**src/rtl/instruction_fetch_queue.sv**
```systemverilog
// Instruction prefetch queue: issues sequential fetches against a one-cycle memory
// and buffers returned instructions with their PCs, flushing on branch redirect.
module instruction_fetch_queue #(
    parameter int                WIDTH    = 32,
    parameter int                ADDR_W   = 32,
    parameter int                DEPTH    = 4,
    parameter logic [ADDR_W-1:0] RESET_PC = '0,
    parameter logic [ADDR_W-1:0] PC_STEP  = ADDR_W'(32'd4)
) (
    input  logic                     Clk,
    input  logic                     Reset,
    input  logic                     Redirect,
    input  logic [ADDR_W-1:0]        Redirect_Addr,
    output logic                     Mem_Req,
    output logic [ADDR_W-1:0]        Mem_Addr,
    input  logic [WIDTH-1:0]         Mem_Data,
    output logic [WIDTH-1:0]         Instr,
    output logic [ADDR_W-1:0]        Instr_PC,
    output logic                     Instr_Valid,
    input  logic                     Instr_Ready,
    output logic [$clog2(DEPTH):0]   Count
);

    localparam int                PTR_W   = $clog2(DEPTH);
    localparam int                CNT_W   = PTR_W + 1;
    localparam logic [CNT_W:0]    DEPTH_C = (CNT_W + 1)'(DEPTH);

    logic [WIDTH-1:0]  data_mem_r [DEPTH];
    logic [ADDR_W-1:0] pc_mem_r   [DEPTH];
    logic [PTR_W-1:0]  rd_ptr_r;
    logic [PTR_W-1:0]  wr_ptr_r;
    logic [CNT_W-1:0]  count_r;
    logic [ADDR_W-1:0] fpc_r;
    logic              inflight_r;
    logic [ADDR_W-1:0] inflight_pc_r;

    logic              head_valid_s;
    logic              pop_s;
    logic              push_s;
    logic              issue_s;
    logic [CNT_W:0]    occupancy_s;
    logic [WIDTH-1:0]  instr_s;
    logic [ADDR_W-1:0] instr_pc_s;

    // Credit check, handshake decode and head-of-queue presentation.
    always_comb begin
        head_valid_s = Reset & (count_r != '0);
        pop_s        = head_valid_s & Instr_Ready;
        push_s       = inflight_r;
        // Entries held plus the response already on its way must leave room for one more.
        occupancy_s  = {1'b0, count_r} + {{CNT_W{1'b0}}, inflight_r}
                     - {{CNT_W{1'b0}}, pop_s};
        issue_s      = Reset & ~Redirect & (occupancy_s < DEPTH_C);
        if (head_valid_s) begin
            instr_s    = data_mem_r[rd_ptr_r];
            instr_pc_s = pc_mem_r[rd_ptr_r];
        end else begin
            instr_s    = '0;
            instr_pc_s = '0;
        end
    end

    assign Mem_Req     = issue_s;
    assign Mem_Addr    = fpc_r;
    assign Instr       = instr_s;
    assign Instr_PC    = instr_pc_s;
    assign Instr_Valid = head_valid_s;
    assign Count       = count_r;

    // Fetch PC, in-flight tracking, pointers and occupancy; Redirect outranks everything but reset.
    always_ff @(posedge Clk) begin
        if (!Reset) begin
            fpc_r         <= RESET_PC;
            inflight_r    <= 1'b0;
            inflight_pc_r <= '0;
            rd_ptr_r      <= '0;
            wr_ptr_r      <= '0;
            count_r       <= '0;
        end else if (Redirect) begin
            fpc_r         <= Redirect_Addr;
            inflight_r    <= 1'b0;
            inflight_pc_r <= inflight_pc_r;
            rd_ptr_r      <= '0;
            wr_ptr_r      <= '0;
            count_r       <= '0;
        end else begin
            inflight_r <= issue_s;
            if (issue_s) begin
                fpc_r         <= fpc_r + PC_STEP;
                inflight_pc_r <= fpc_r;
            end else begin
                fpc_r         <= fpc_r;
                inflight_pc_r <= inflight_pc_r;
            end
            if (push_s) begin
                wr_ptr_r <= wr_ptr_r + PTR_W'(1'b1);
            end else begin
                wr_ptr_r <= wr_ptr_r;
            end
            if (pop_s) begin
                rd_ptr_r <= rd_ptr_r + PTR_W'(1'b1);
            end else begin
                rd_ptr_r <= rd_ptr_r;
            end
            case ({push_s, pop_s})
                2'b10:   count_r <= count_r + CNT_W'(1'b1);
                2'b01:   count_r <= count_r - CNT_W'(1'b1);
                default: count_r <= count_r;
            endcase
        end
    end

    // Queue storage; a response arriving alongside reset or Redirect is dropped.
    always_ff @(posedge Clk) begin
        if (Reset && !Redirect && push_s) begin
            data_mem_r[wr_ptr_r] <= Mem_Data;
            pc_mem_r[wr_ptr_r]   <= inflight_pc_r;
        end else begin
            data_mem_r[wr_ptr_r] <= data_mem_r[wr_ptr_r];
            pc_mem_r[wr_ptr_r]   <= pc_mem_r[wr_ptr_r];
        end
    end

endmodule

```
**config.mk**
```make
export PLATFORM = sky130hd
export DESIGN_NAME = instruction_fetch_queue
export DESIGN_NICKNAME = d
export VERILOG_FILES = /design/src/rtl/instruction_fetch_queue.sv
export SDC_FILE = /design/constraint.sdc
export NUM_CORES = 1
export LEC_CHECK = 0
export ABC_AREA = 1
export CAP_MARGIN = 15
export CORE_UTILIZATION = 40
export DETAILED_ROUTE_END_ITERATION = 7
export DONT_BUFFER_PORTS = 1
export GPL_TIMING_DRIVEN = 0
export PLACE_DENSITY = 0.63
export SLEW_MARGIN = 20
export SYNTH_ARGS = -nofsm -noshare
export SYNTH_HDL_FRONTEND = slang
export SYNTH_SLANG_ARGS = --single-unit
```
**constraint.sdc**
```tcl
create_clock -name Clk -period 6.1 [get_ports Clk]
set_clock_uncertainty 0.05 [all_clocks]
set_input_delay 1.22 -clock Clk [delete_from_list [all_inputs] [get_ports Clk]]
set_output_delay 1.22 -clock Clk [all_outputs]
set_load 0.01 [all_outputs]
```
==> results of run 1 <==
==> worst register-to-register path, cell delays in order, from the launching register on <==
cell and delay [ns]:
dfxtp_1 0.44, inv_1 0.14, nand2_2 0.14, nand4_2 0.17, ha_1 0.35, nand2_1 0.07
inv_1 0.07, nand3_2 0.08, nand2_1 0.08, nand2_1 0.06, nand2_2 0.09, nand3_4 0.15
nand2_2 0.12, buf_6 0.14, buf_8 0.15, nand2_2 0.06, a21oi_2 0.12
==> cell type report <==
cell class / count / area [um2] / area share, %
flip-flops and latches: 330 / 9170 / 58.0
multi-input cells: 903 / 4200 / 26.6
clock buffers: 45 / 965 / 6.11
well taps: 448 / 561 / 3.55
plain buffers: 81 / 333 / 2.11
repair buffers: 11 / 280 / 1.77
clock inverters: 19 / 164 / 1.04
inverters: 33 / 124 / 0.784
==> report_power, final <==
group          total, mW  internal (mW)  switching (mW)
logic              0.233         0.0715           0.161
registers           2.55           2.48          0.0694
clock network       2.06           1.21           0.848
==> path summary, 6_finish.rpt <==
| kind | start | endpoint | slack, ns | cells past startpoint |
|---|---|---|---|---|
| worst max-delay path | Reset | Instr_PC[18] | 1.95 | 5 |
| worst min-delay path | rd_ptr_r[0] | rd_ptr_r[0] | 0.42 | 2 |
| worst min register to register | rd_ptr_r[0] | rd_ptr_r[0] | 0.42 | 2 |
| worst max register to register | Count[1] | Mem_Addr[18] | 3.57 | 16 |
==> flip-flops by register name, summed over array words and instances, names as in the netlist, named ones only <==
name,flops
Count,3
Mem_Addr,32
data_mem_r,128
inflight_pc_r,32
inflight_r,1
pc_mem_r,128
rd_ptr_r,2
wr_ptr_r,2
==> cells by family (layout without fill, tap and decap cells) <==
family	count (synthesis)	in the layout	synth area share, %
buffers and inverters	114	189	3.31
xor gates and xnor gates	25	25	1.59
and+or+nand+nor	590	590	17.4
adders and majority gates	8	8	0.780
DFF	330	330	66.5
AOI/OAI and AO/OA	280	280	10.4
==> metrics by stage <==
step	utilization [%]	instance area (um2)	setup TNS, ns
floorplan	-	13800	0
global placement	42.6	14400	-300.46
detailed placement	43.5	14700	0
CTS	46.9	15800	0
global route	46.9	15800	0
finish	46.9	15800	0
==> per-layer routing <==
layer | vias to the layer above | track usage, % | wire length [um]
li1 | 4719 | - | -
met1 | 4527 | 25.6 | 14900
met2 | 358 | 31.7 | 15900
met3 | 52 | 5.24 | 2750
met4 | 0 | 5.63 | 705
met5 | - | 0 | 0
==> cells in the final DEF, fill, tap and decap left out, drive strengths merged <==
cell type / count
xnor2: 9
or2: 2
nand3b: 1
nand3: 50
nand4: 9
xor2: 16
buf: 41
nand2: 152
ha: 7
nor2: 364
bufinv: 2
fa: 1
a31oi: 1
inv: 35
nor3: 11
nor3b: 1
clkbuf: 96
dfxtp: 74
a21oi: 101
clkinv: 15
o21ai: 178
edfxtp: 256
==> impl_metrics.toml, run 1 <==
[placement]
place_inst = 1806
port_buffers = 0
post-place-ws_ns = 1.93
dp_hpwl_um = 23600
gp_congestion = 0.998

[cts]
clk_pin_slew_ns = 0.06
cts_made_buffers = 35
tritoncts = "done"
clk_latency_ns = 0.50
cts_buffer_depth = 3
cts-root-buf = "clkbuf_16"
post_cts_resized = 0
post_cts_buffers = 0
holdBufCountCts = 0
cts_sinks = 330
htreeDepth = 2

[timing]
slew_viol_final = 0
grt_setup_unrepaired = "no"
whs_ns = 0.422
fin_crit_ns = 4.15
final.setup.worst_slack_ns = 1.95
fmax_mhz = 241
hold_viol_final = 0
setup_viol = 0
worstMarginPinSlew_ns = 0.701
relSlewSlack_pct = 53.2
period_share_pct = 68.0

[power_and_ir_drop]
vdd_drop_max_mv = 0.162
total_power_mw = 4.84
power.density_nw_per_um2 = 307
power_leakage_nw = 5.41

[global_routing]
grt_usage_pct = 19.5
first_global_vias = 9434
grt_max_degree = 25
grt-ovfl-total = 0
grt_pass1_wl_um = 53500
antenna_found_initial = 0

[worst_setup_path]
cp-end-kind = "primary output"
worst_path_most_repeated_cell = "clkbuf_1"
critPathMaxStageDelay_ns = 0.54
start_kind = "input pin"
critPathSlowestCell = "clkbuf_1"
crit_required_ns = 4.83
path_buf_inv = 3
crit_fanout = 10
crit_family = "buffers and inverters"
crit_chain = "buf_2 -> nand2_1 -> clkbuf_1 -> clkbuf_1 -> a21oi_1"
arrival_ns = 2.88
crit_type = "in -> out"

[logic_synthesis]
synthFlopType = "edfxtp_1"
ys_seq_elements = 330
synth_common_cells = "nor2_1 (362), edfxtp_1 (256), o21ai_0 (178), nand2_1 (136), a21oi_1 (91)"
synthArstFlopShare_pct = 0
synth_nets = 1423
netlist_area_um2 = 13800
yosysUniqueCellTypes = 31
ys_seq_area_share_pct = 66.5
synth_cells = 1347
synth.avg_cell_area_um2 = 10.2
synth_edf_count = 256
synthTopCellsByArea = "edfxtp_1 (56%), dfxtp_1 (11%), nor2_1 (9.8%), o21ai_0 (6.5%), nand2_1 (3.7%)"
synth.top_cell.area_share_pct = 55.7
yosysMostFrequentCell = "nor2_1"
yosys_warnings = 0
yosysTopAreaCell = "edfxtp_1"

[die]
die_x_um = 188
io_pins = 169
start_util_pct = 40.9
dieArea_um2 = 35200
rows = 67
die-height_um = 188
core_um2 = 33700

[run_status]
outcome = "completed"

[drt]
drt_wl_total_um = 34300
drt-initial-drc-count = 581
drc = 0
drt-vias-per-instance = 5.16
wl_per_cell_um = 18.3
ant_nets = 0
firstDrtPassIters = 4
via_count = 9656

[cells_and_area]
nNetsFinal = 1471
n_fill_cell = 3099
drive_above_1_share_pct = 8.23
antenna_cells = 0
area_delta_synth_final_pct = 14.5
layout.cells.non_filler = 1870

[min_path]
min_path_type = "reg -> reg"

[flow_run]
max_cap_violations = 0
(Power assumes the default switching activity.)
==> inputs of run 2 (changes only) <==
Clock period 6.1 ns to 4.29 ns, I/O delays scaled along.
==> results of run 2 <==
Same layout as run 1 (identical final DEF). Status: completed.
Among the figures that moved: setup slack after placement 1.93 ns -> 0.847 ns; setup slack after layout 1.95 ns -> 0.651 ns; hold slack 0.422 ns -> 0.387 ns; start point of the critical path Reset -> Count[1]; end point of the critical path Instr_PC[18] -> Mem_Req; register-to-register setup slack 3.57 ns -> 1.76 ns; end point of the worst hold path rd_ptr_r[0] -> data_mem_r[0][5]; total power 4.84 mW -> 6.88 mW; worst IR drop on VDD 0.162 mV -> 0.230 mV
